<file path="config.mk">
export PLATFORM = sky130hd
export DESIGN_NAME = ov7670_stream_tx
export DESIGN_NICKNAME = d
export VERILOG_FILES = /design/src/rtl/ov7670_stream_tx.sv
export SDC_FILE = /design/constraint.sdc
export NUM_CORES = 1
export LEC_CHECK = 0
export ABC_AREA = 1
export ABC_CLOCK_PERIOD_IN_PS = 6200
export CAP_MARGIN = 0
export CELL_PAD_IN_SITES_DETAIL_PLACEMENT = 0
export CELL_PAD_IN_SITES_GLOBAL_PLACEMENT = 1
export CORE_ASPECT_RATIO = 0.7
export CORE_MARGIN = 2
export CORE_UTILIZATION = 35
export DETAILED_ROUTE_END_ITERATION = 10
export PLACE_DENSITY = 0.79
export SYNTH_ARGS = -nofsm -noshare
export SYNTH_HDL_FRONTEND = slang
export SYNTH_SLANG_ARGS = --single-unit
</file>
<file path="constraint.sdc">
create_clock -name clk -period 6.2 [get_ports clk]
set_clock_uncertainty 0.1 [all_clocks]
set_input_delay 1.24 -clock clk [delete_from_list [all_inputs] [get_ports clk]]
set_output_delay 1.24 -clock clk [all_outputs]
set_load 0.02 [all_outputs]
</file>
<file path="src/rtl/ov7670_stream_tx.sv">
// ============================================================================
// Module   : ov7670_stream_tx
// Purpose  : OV7670-style parallel camera emulator (PCLK/VS/HREF/D) that
//            streams RGB565 test patterns in place of a physical sensor.
// Revision : 1.0 - initial release
// ============================================================================
`default_nettype none

module ov7670_stream_tx #(
    parameter int H_ACTIVE = 640,
    parameter int H_BLANK  = 144,
    parameter int VS_LINES = 3,
    parameter int V_BACK   = 17,
    parameter int V_ACTIVE = 480,
    parameter int V_FRONT  = 10
) (
    input  logic       clk,
    input  logic       rst,
    input  logic       enable,
    input  logic [1:0] mode,
    output logic       pclk,
    output logic       vs,
    output logic       href,
    output logic [7:0] d,
    output logic       frame_done,
    output logic [7:0] frame_cnt
);

    localparam int LINE   = 2 * H_ACTIVE + H_BLANK;
    localparam int CC_W   = $clog2(LINE);
    localparam int M_A    = (VS_LINES > V_BACK) ? VS_LINES : V_BACK;
    localparam int M_B    = (V_ACTIVE > V_FRONT) ? V_ACTIVE : V_FRONT;
    localparam int LC_MAX = (M_A > M_B) ? M_A : M_B;
    localparam int LC_W   = (LC_MAX > 1) ? $clog2(LC_MAX) : 1;

    localparam logic [CC_W-1:0] CC_LAST  = CC_W'(LINE - 1);
    localparam logic [CC_W:0]   HREF_END = (CC_W + 1)'(2 * H_ACTIVE);
    localparam logic [LC_W-1:0] VS_LAST  = LC_W'(VS_LINES - 1);
    localparam logic [LC_W-1:0] VB_LAST  = LC_W'(V_BACK - 1);
    localparam logic [LC_W-1:0] VA_LAST  = LC_W'(V_ACTIVE - 1);
    localparam logic [LC_W-1:0] VF_LAST  = LC_W'(V_FRONT - 1);
    localparam logic [15:0]     BAR_W    = 16'(H_ACTIVE / 8);

    localparam logic [2:0] S_IDLE   = 3'd0;
    localparam logic [2:0] S_VSYNC  = 3'd1;
    localparam logic [2:0] S_VBACK  = 3'd2;
    localparam logic [2:0] S_ACTIVE = 3'd3;
    localparam logic [2:0] S_VFRONT = 3'd4;

    logic [2:0]      state, state_n;
    logic            ph;
    logic [CC_W-1:0] cc, cc_n;
    logic [LC_W-1:0] lc, lc_n, lc_last;
    logic            start, done;
    logic [1:0]      mode_l;
    logic [7:0]      fc_l;
    logic [15:0]     x;
    logic [7:0]      y;
    logic [2:0]      bar;
    logic [15:0]     pix;
    logic            href_n;
    logic [7:0]      d_n;

    assign pclk = ph;

    // Everything except the phase bit advances only on ticks (pclk falling).
    always_ff @(posedge clk) begin
        if (rst) begin
            state <= S_IDLE;
        end else if (ph) begin
            state <= state_n;
        end
    end

    always_comb begin
        case (state)
            S_VSYNC:  lc_last = VS_LAST;
            S_VBACK:  lc_last = VB_LAST;
            S_ACTIVE: lc_last = VA_LAST;
            default:  lc_last = VF_LAST;
        endcase
    end

    always_comb begin
        state_n = state;
        cc_n    = cc;
        lc_n    = lc;
        start   = 1'b0;
        done    = 1'b0;
        if (state == S_IDLE) begin
            if (enable) begin
                state_n = S_VSYNC;
                cc_n    = '0;
                lc_n    = '0;
                start   = 1'b1;
            end
        end else if (cc != CC_LAST) begin
            cc_n = cc + CC_W'(1);
        end else begin
            cc_n = '0;
            if (lc != lc_last) begin
                lc_n = lc + LC_W'(1);
            end else begin
                lc_n = '0;
                case (state)
                    S_VSYNC:  state_n = S_VBACK;
                    S_VBACK:  state_n = S_ACTIVE;
                    S_ACTIVE: state_n = S_VFRONT;
                    default: begin
                        done = 1'b1;
                        if (enable) begin
                            state_n = S_VSYNC;
                            start   = 1'b1;
                        end else begin
                            state_n = S_IDLE;
                        end
                    end
                endcase
            end
        end
    end

    // Byte for the position being entered; registered on the same tick.
    always_comb begin
        x   = 16'(cc_n >> 1);
        y   = 8'(lc_n);
        bar = 3'(x / BAR_W);
        pix = 16'h0000;
        case (mode_l)
            2'd0: begin
                case (bar)
                    3'd0:    pix = 16'hFFFF;
                    3'd1:    pix = 16'hFFE0;
                    3'd2:    pix = 16'h07FF;
                    3'd3:    pix = 16'h07E0;
                    3'd4:    pix = 16'hF81F;
                    3'd5:    pix = 16'hF800;
                    3'd6:    pix = 16'h001F;
                    default: pix = 16'h0000;
                endcase
            end
            2'd1:    pix = {x[4:0], x[5:0], x[4:0]};
            2'd2:    pix = (x[3] ^ y[3]) ? 16'hFFFF : 16'h0000;
            default: pix = {fc_l, y};
        endcase
        href_n = (state_n == S_ACTIVE) && ({1'b0, cc_n} < HREF_END);
        d_n    = href_n ? (cc_n[0] ? pix[7:0] : pix[15:8]) : 8'h00;
    end

    always_ff @(posedge clk) begin
        if (rst) begin
            ph         <= 1'b0;
            cc         <= '0;
            lc         <= '0;
            vs         <= 1'b0;
            href       <= 1'b0;
            d          <= 8'h00;
            frame_done <= 1'b0;
            frame_cnt  <= 8'h00;
            mode_l     <= 2'd0;
            fc_l       <= 8'h00;
        end else begin
            ph         <= ~ph;
            frame_done <= 1'b0;
            if (ph) begin
                cc   <= cc_n;
                lc   <= lc_n;
                vs   <= (state_n == S_VSYNC);
                href <= href_n;
                d    <= d_n;
                if (done) begin
                    frame_done <= 1'b1;
                    frame_cnt  <= frame_cnt + 8'd1;
                end
                // Back-to-back frames must see the count that includes the frame just ended.
                if (start) begin
                    mode_l <= mode;
                    fc_l   <= done ? (frame_cnt + 8'd1) : frame_cnt;
                end
            end
        end
    end

endmodule

`default_nettype wire

</file>
==> results of run 1 <==
==> registers in the layout (all words and copies together) (netlist names) <==
signal      cells
frame_done      1
frame_cnt       8
pclk            1
cc             11
vs              1
mode_l          2
lc              9
d               8
fc_l            8
state           3
href            1
==> cell usage in the layout, fill, tap and decap left out, types with 4 or more instances in the layout <==
cell,netlist,layout
inv_1,73,73
o22ai_1,30,30
nand4_1,4,4
o21ai_0,28,28
dfxtp_1,53,53
o21ai_1,5,5
a21oi_1,23,23
xor2_1,15,15
nor2_1,24,24
nand3_1,24,24
nor3_1,11,11
nor2_4,7,7
clkdlybuf4s50_1,0,24
nand2_1,151,151
inv_2,12,12
nand2_2,10,10
nor2_2,5,5
o211ai_1,4,4
nand3_2,5,5
clkbuf_16,0,5
==> per-layer routing <==
layer	track usage (%)	up-vias	wire, um
li1	-	1732	-
met3	3.49	9	370
met5	0	-	0
met1	29.0	1574	5210
met4	4.70	0	102
met2	29.6	71	4070
==> logic make-up (layout without fill, tap and decap cells) <==
| logic type | count (synthesis) | after routing | synth area share (%) |
|---|---|---|---|
| AND/OR/NAND/NOR | 252 | 252 | 35.3 |
| adder cells (fa/ha/maj) | 3 | 3 | 1.11 |
| AO/OA/AOI/OAI | 102 | 102 | 17.8 |
| flip-flops | 53 | 53 | 31.4 |
| XOR/XNOR | 15 | 15 | 3.89 |
| buffers and inverters | 93 | 119 | 10.5 |
==> power by group <==
group	total, mW	switching (mW)	internal, mW	leakage (nW)
Clock	0.328	0.137	0.192	0.0800
Combinational	0.0964	0.0672	0.0292	1.10
Sequential	0.352	0.00571	0.346	0.428
==> worst max path at each step <==
stage	end	startpoint	slack (ns)
CTS	d[3]	enable	2.95
floorplan	d[1]	enable	3.46
global placement	d[1]	enable	2.67
finish	d[3]	enable	2.93
detailed placement	d[3]	enable	2.64
global route	d[0]	enable	2.66
==> worst max-delay path: stages <==
cell,delay [ns]
clkdlybuf4s50_1,0.47
nor2_4,0.27
inv_2,0.15
o22ai_2,0.27
inv_2,0.08
nand2_1,0.11
nand3_1,0.11
nand2_1,0.11
nand2_1,0.05
nand2_1,0.05
nand2_1,0.06
nand2_2,0.11
nand2_1,0.06
nand2_1,0.05
nand2_1,0.05
nand2_1,0.06
nand2_1,0.05
==> through the flow <==
step	area [um2]	worst slack (ns)	instances	total power, mW	hold WS, ns
6_report	3920	2.93	668	0.777	0.351
3_3_place_gp	3750	2.67	660	0.455	0.338
3_5_place_dp	3750	2.64	660	0.455	0.340
4_1_cts	3920	2.95	668	0.784	0.355
5_1_grt	3920	2.66	668	0.813	0.372
2_1_floorplan	3380	3.46	518	0.429	0.329
==> Yosys cell counts (2+ instances only) <==
master,number
nand2_1,151
nor2_4,7
dfxtp_1,53
o21bai_1,2
nand4_1,4
o22ai_1,30
o21ai_2,3
a21oi_1,23
nor2_2,5
nor2_1,24
nand3_1,24
o21ai_1,5
inv_2,12
clkbuf_1,6
nand3_2,5
o21ai_0,28
nor3_1,11
a22oi_1,2
o211ai_1,4
nand2_2,10
inv_1,73
a22o_1,3
and3_1,2
nand3b_1,3
xor2_1,15
ha_1,3
nand2_4,2
==> cell type report <==
| type | instances | area, um2 | area share, % |
|---|---|---|---|
| clock buffer | 5 | 125 | 3.19 |
| tap | 124 | 155 | 3.96 |
| sequential | 53 | 1060 | 27.1 |
| inverter | 86 | 323 | 8.23 |
| multi-input combinational | 372 | 1960 | 50.1 |
| clock inverter | 3 | 46.3 | 1.18 |
| timing repair buffer | 25 | 248 | 6.32 |
==> results by group, run 1 <==
Power
  – Total power divided by cell area: 198 nW/um2
  – Peak supply drop: 0.124 mV
  – Leakage: about 1.6 nW

Detailed routing
  – Vias per cell: 5.07
  – 1st-iter DRT viols: 308
  – Vias: between 3000 and 4000
  – Drt drc: 0
  – Drt first pass iters: 5
  – Wire per inst: 14.6 um
  – Post-route ant nets: 0
  – Final wirelength: 9760 um

Synth
  – Avg Inst Size Synth: 6.53 um2
  – Register bit count reported by yosys: 53
  – Synth unique cells: 35
  – Synth Instances: 518
  – Top-area cell type share of the netlist area: a little under a third
  – Post-synth EDFFs: 0
  – Mapped cell area: roughly 3400 um2
  – YS warnings: 0
  – Ranking of synthesized cells by area: dfxtp_1 31%, nand2_1 17%, inv_1 8.1%, o22ai_1 5.6%, o21ai_0 4.1%
  – Top_reg_cell synth: dfxtp_1
  – FFs w/ async S/R, synth: 0%
  – Post-synthesis sequential area ratio: between 30% and 40%
  – Mapped Nets: ~530
  – Largest area contributor in the netlist: dfxtp_1

Setup path
  – R2r setup slk: around 3.4 ns
  – Critical path startpoint category: input port
  – FF-to-FF path depth: 15
  – CP endpoint kind: flip-flop
  – RR Endpoint: fc_l[1]
  – WP data arrival: 3.37 ns
  – FF-to-FF Start: state[2]
  – Crit Path Max Fanout: 10
  – CP Data Required Time: 6.30 ns
  – Critical path class: in -> reg

STA
  – Setup TNS: 0 ns
  – F_max: 0.305 GHz
  – Least-Margin Pin Slew: 0.939 ns
  – Post-layout minimum cycle time: 3.27 ns
  – Final setup viols: 0
  – Fin crit share: 52.8%
  – RSZ-0062 raised after global routing: no
  – Max-slew violations: 0
  – Slew HR: 37.4%
  – Fin. Hold Viols: 0

Clock tree
  – Resized Gates After CTS: 0
  – Clock Latency Late Sink: 0.30 ns
  – CTS tree: built
  – H-tree Lvls: 2
  – Clk pin slew, worst setup/hold paths: 0.07 ns
  – CTS buffer count: 5
  – # hold bufs at CTS: 0
  – Clk sinks: 53
  – Clock buffer depth: 2
  – CTS root buffer: clkbuf_16
  – Postcts setup bufs: 0

Finish
  – Post-layout nets: around 550
  – Area growth syn-to-layout: 16.0%
  – # diodes: 0
  – Fillers: 992
  – Final Util: a little over two fifths
  – Share of cells above drive strength 1: a little over a tenth

Min path
  – Worst min-delay path class: reg -> reg
  – Hold Path End: d[6]
  – Min-delay src: d[6]
  – Hold path cells: 2

Outcome
  – Status: completed

Global routing
  – Vias in the first global route: 3231
  – Initial antenna violation count: 0
  – Overflow left after global routing: 0
  – Global-route wire length before repair: 16000 um
  – Gr usage total: around a fifth
  – Largest net degree at the start of global routing: 27

Placed design
  – Port Buffers: 24
  – RD Place Congestion: around 0.9
  – Hpwl dp: 7510 um

Floorplan
  – Die area: 10500 um2
  – Initial Util: 36.7%
  – Core Region: 9220 um2
  – I/O pin total: 25
  – Die width: roughly 120 um
  – Row Count: 29
  – Die H: 86.2 um

Run
  – Max-capacitance violation count: 0
Note: power is estimated with default switching activity, not from simulation.
==> inputs of run 2 (changes only) <==
- ABC_CLOCK_PERIOD_IN_PS: 6200 -> 2900
- PLACE_DENSITY: 0.79 -> 0.81
- clock period: 6.2 -> 2.9 ns (I/O delays scaled with it)
==> run 2 against run 1 <==
Against the previous run:
- worst setup slack got worse by 2.7 ns
- first-iteration DRC count down 42%
- combinational power up 130%
- total power is 120% higher
- register-to-register slack got worse by 3.2 ns
- non-clock buffer count grew 10
- critical path depth decreased by 5
- utilization increased by 1.1 points
- die area unchanged
- clock-buffer cell count unchanged
- final cell count grew 1.5%
- sequential cell count unchanged
- critical endpoint is now fc_l[1]
==> results by group, run 2 (synthesized netlist as in run 1, its figures left out) <==
STA
  – Final setup viols: 0 (unchanged)
  – Fin. Hold Viols: 0 (unchanged)
  – Setup TNS: 0 ns (unchanged)
  – Fin crit share: between 90% and 100%
  – Max-slew violations: 0 (unchanged)
  – Post-layout minimum cycle time: ~2.6 ns
  – Slew HR: 70.1% (+33 points)
  – F_max: 0.378 GHz
  – Least-Margin Pin Slew: 0.444 ns (-0.494 ns)
  – Setup slack after layout: 0.253 ns (-2.67 ns)
  – Worst Hold Slack: 0.353 ns (+0.00152 ns)
  – RSZ-0062 raised after global routing: no

Finish
  – Largest register by flop count: cc
  – Largest registers: cc: 11 flops, lc: 9 flops
  – Most common cell after layout, fill and taps aside: nand2_1
  – Max FFs per register: 11 (unchanged)
  – Share of cells above drive strength 1: 13.2% (+2.3 points)
  – Fillers: 991 (-0.10%)
  – Post-route cell area: 4020 um2 (+2.6%)
  – Post-layout nets: 561 (+1.8%)
  – Most frequent cells in the layout: 151 x nand2_1, 73 x inv_1, 51 x dfxtp_1
  – Area growth syn-to-layout: 19.0%
  – Seq. cell area: 1070 um2 (+0.47%)
  – Multi-input gate area: 1970 um2 (+0.45%)
  – # diodes: 0 (unchanged)

Detailed routing
  – 1st-iter DRT viols: 180 (-42%)
  – Drt drc: 0 (unchanged)
  – Vias per cell: 5.01 (-1.2%)
  – Wire per inst: 14.3 um (-1.9%)
  – Drt first pass iters: 5 (unchanged)
  – Vias: 3397 (+0.32%)
  – Post-route ant nets: 0 (unchanged)
  – Final wirelength: 9720 um (-0.45%)

Min path
  – Worst min-delay path class: reg -> reg
  – Hold path cells: 2 (unchanged)
  – Hold Path End: href
  – Min-delay src: href

Clock tree
  – Clock Latency Late Sink: 0.30 ns (about the same)
  – CTS root buffer: clkbuf_16
  – CTS buffer count: 5 (unchanged)
  – # hold bufs at CTS: 0 (unchanged)
  – Clk pin slew, worst setup/hold paths: 0.07 ns (about the same)
  – CTS tree: built
  – Clk sinks: 53 (unchanged)
  – H-tree Lvls: 2 (unchanged)
  – Clock buffer depth: 2 (unchanged)

Power
  – Int Power: 1.22 mW (+120%)
  – Overall Power: 1.67 mW (+120%)
  – Leakage: 1.66 nW (+3.5%)
  – Combinational share of power: 13.1% (+0.7 points)
  – Total power divided by cell area: 415 nW/um2 (+110%)
  – Flop pwr share: 45.0% (-0.3 points)
  – Switching Fraction: 26.8% (-0.13 points)
  – Peak supply drop: 0.244 mV (+97%)
  – Clk pwr share: 41.9% (-0.4 points)
  – Sw power: 0.448 mW (+110%)

Floorplan
  – Core Region: 9220 um2 (unchanged)
  – Die width: 121 um (unchanged)
  – Row Count: 29 (unchanged)
  – Die H: 86.2 um (unchanged)
  – Initial Util: 36.7% (unchanged)
  – I/O pin total: 25 (unchanged)
  – Die area: 10500 um2 (unchanged)

Setup path
  – CP Data Required Time: 3.00 ns (-3.30 ns)
  – Crit Path Max Fanout: 6 (-4)
  – Critical path startpoint category: flip-flop
  – R2r setup slk: 0.25 ns (-3.19 ns)
  – FF-to-FF Start: cc[0]
  – FF-to-FF path depth: 12 (-3)
  – Critical path launch point: cc[0]
  – CP endpoint kind: flip-flop
  – Critical path class: reg -> reg
  – RR Endpoint: fc_l[1]
  – WP data arrival: 2.75 ns (-0.62 ns)

Global routing
  – Largest net degree at the start of global routing: 27 (unchanged)
  – Global-route wire length before repair: 16200 um (+0.95%)
  – Overflow left after global routing: 0 (unchanged)
  – Vias in the first global route: 3280 (+1.5%)
  – Gr usage total: 19.6% (+0.037 points)
  – Initial antenna violation count: 0 (unchanged)

Outcome
  – Status: completed

Placed design
  – Hpwl dp: 7420 um (-1.2%)
  – Port Buffers: 24 (unchanged)
  – Placed Area: 3830 um2 (+2.1%)
  – Pre-CTS setup slack: 0.0213 ns (-2.62 ns)
  – RD Place Congestion: 0.921 (+2.1%)

Run
  – Max-capacitance violation count: 0 (unchanged)
==> run 2: cell count changes in the layout (fill, tap and decap cells not counted), sizes merged <==
cell and change:
buf +10
==> run 2: metal layers <==
layer / part of all wire (%) / vias to the layer above / global-route usage [%]
met2: 42 / 97 / 29.9
met5: 0 / - / 0
li1: - / 1751 / -
met3: 5.1 / 13 / 3.62
met4: 1.7 / 0 / 5.12
met1: 52 / 1536 / 28.6
==> run 2: power by group through the flow <==
| stage | registers (mW) | clock network, mW | logic [mW] |
|---|---|---|---|
| after floorplan | 0.767 | 0 | 0.150 |
| after global placement | 0.769 | 0 | 0.214 |
| after detailed placement | 0.769 | 0 | 0.214 |
| after CTS | 0.752 | 0.717 | 0.216 |
| after global routing | 0.754 | 0.746 | 0.246 |
| final | 0.752 | 0.700 | 0.219 |
==> run 2: final cells by class <==
cell class	instances	area share, %
Multi-Input combinational cell	372	49.0
Sequential cell	53	26.5
Timing Repair Buffer	35	8.34
Inverter	86	8.02
Tap cell	124	3.86
Clock buffer	5	3.11
Clock inverter	3	1.15
==> run 2: critical path: stages (launching register included) <==
cell	delay, ns
dfxtp_4	0.37
ha_2	0.18
nand2_2	0.11
nor2_4	0.18
nand2_1	0.13
nor2_4	0.22
nand3b_1	0.15
nor2_1	0.34
inv_1	0.11
o21ai_0	0.39
nor2_1	0.08
a21oi_1	0.13
nor2_1	0.05
==> run 2: worst max-delay path by stage <==
stage | end | cells past startpoint | slack (ns)
floorplan | d[1] | 22 | 0.66
global placement | d[4] | 19 | 0.05
detailed placement | d[4] | 19 | 0.02
CTS | fc_l[1] | 12 | 0.11
global route | fc_l[1] | 15 | 0.002
finish | fc_l[1] | 12 | 0.25
==> run 2: repair_timing <==
item / CTS / global route
resized for setup: 0 / 5
endpoints found under the setup margin: 0 / 9
buffers inserted: 0 / 1
==> run 2: stage by stage <==
step | instances | utilization (%)
3_3_place_gp | 669 | 41.6
3_5_place_dp | 669 | 41.6
2_1_floorplan | 518 | -
4_1_cts | 677 | 43.4
6_report | 678 | 43.6
5_1_grt | 678 | 43.6
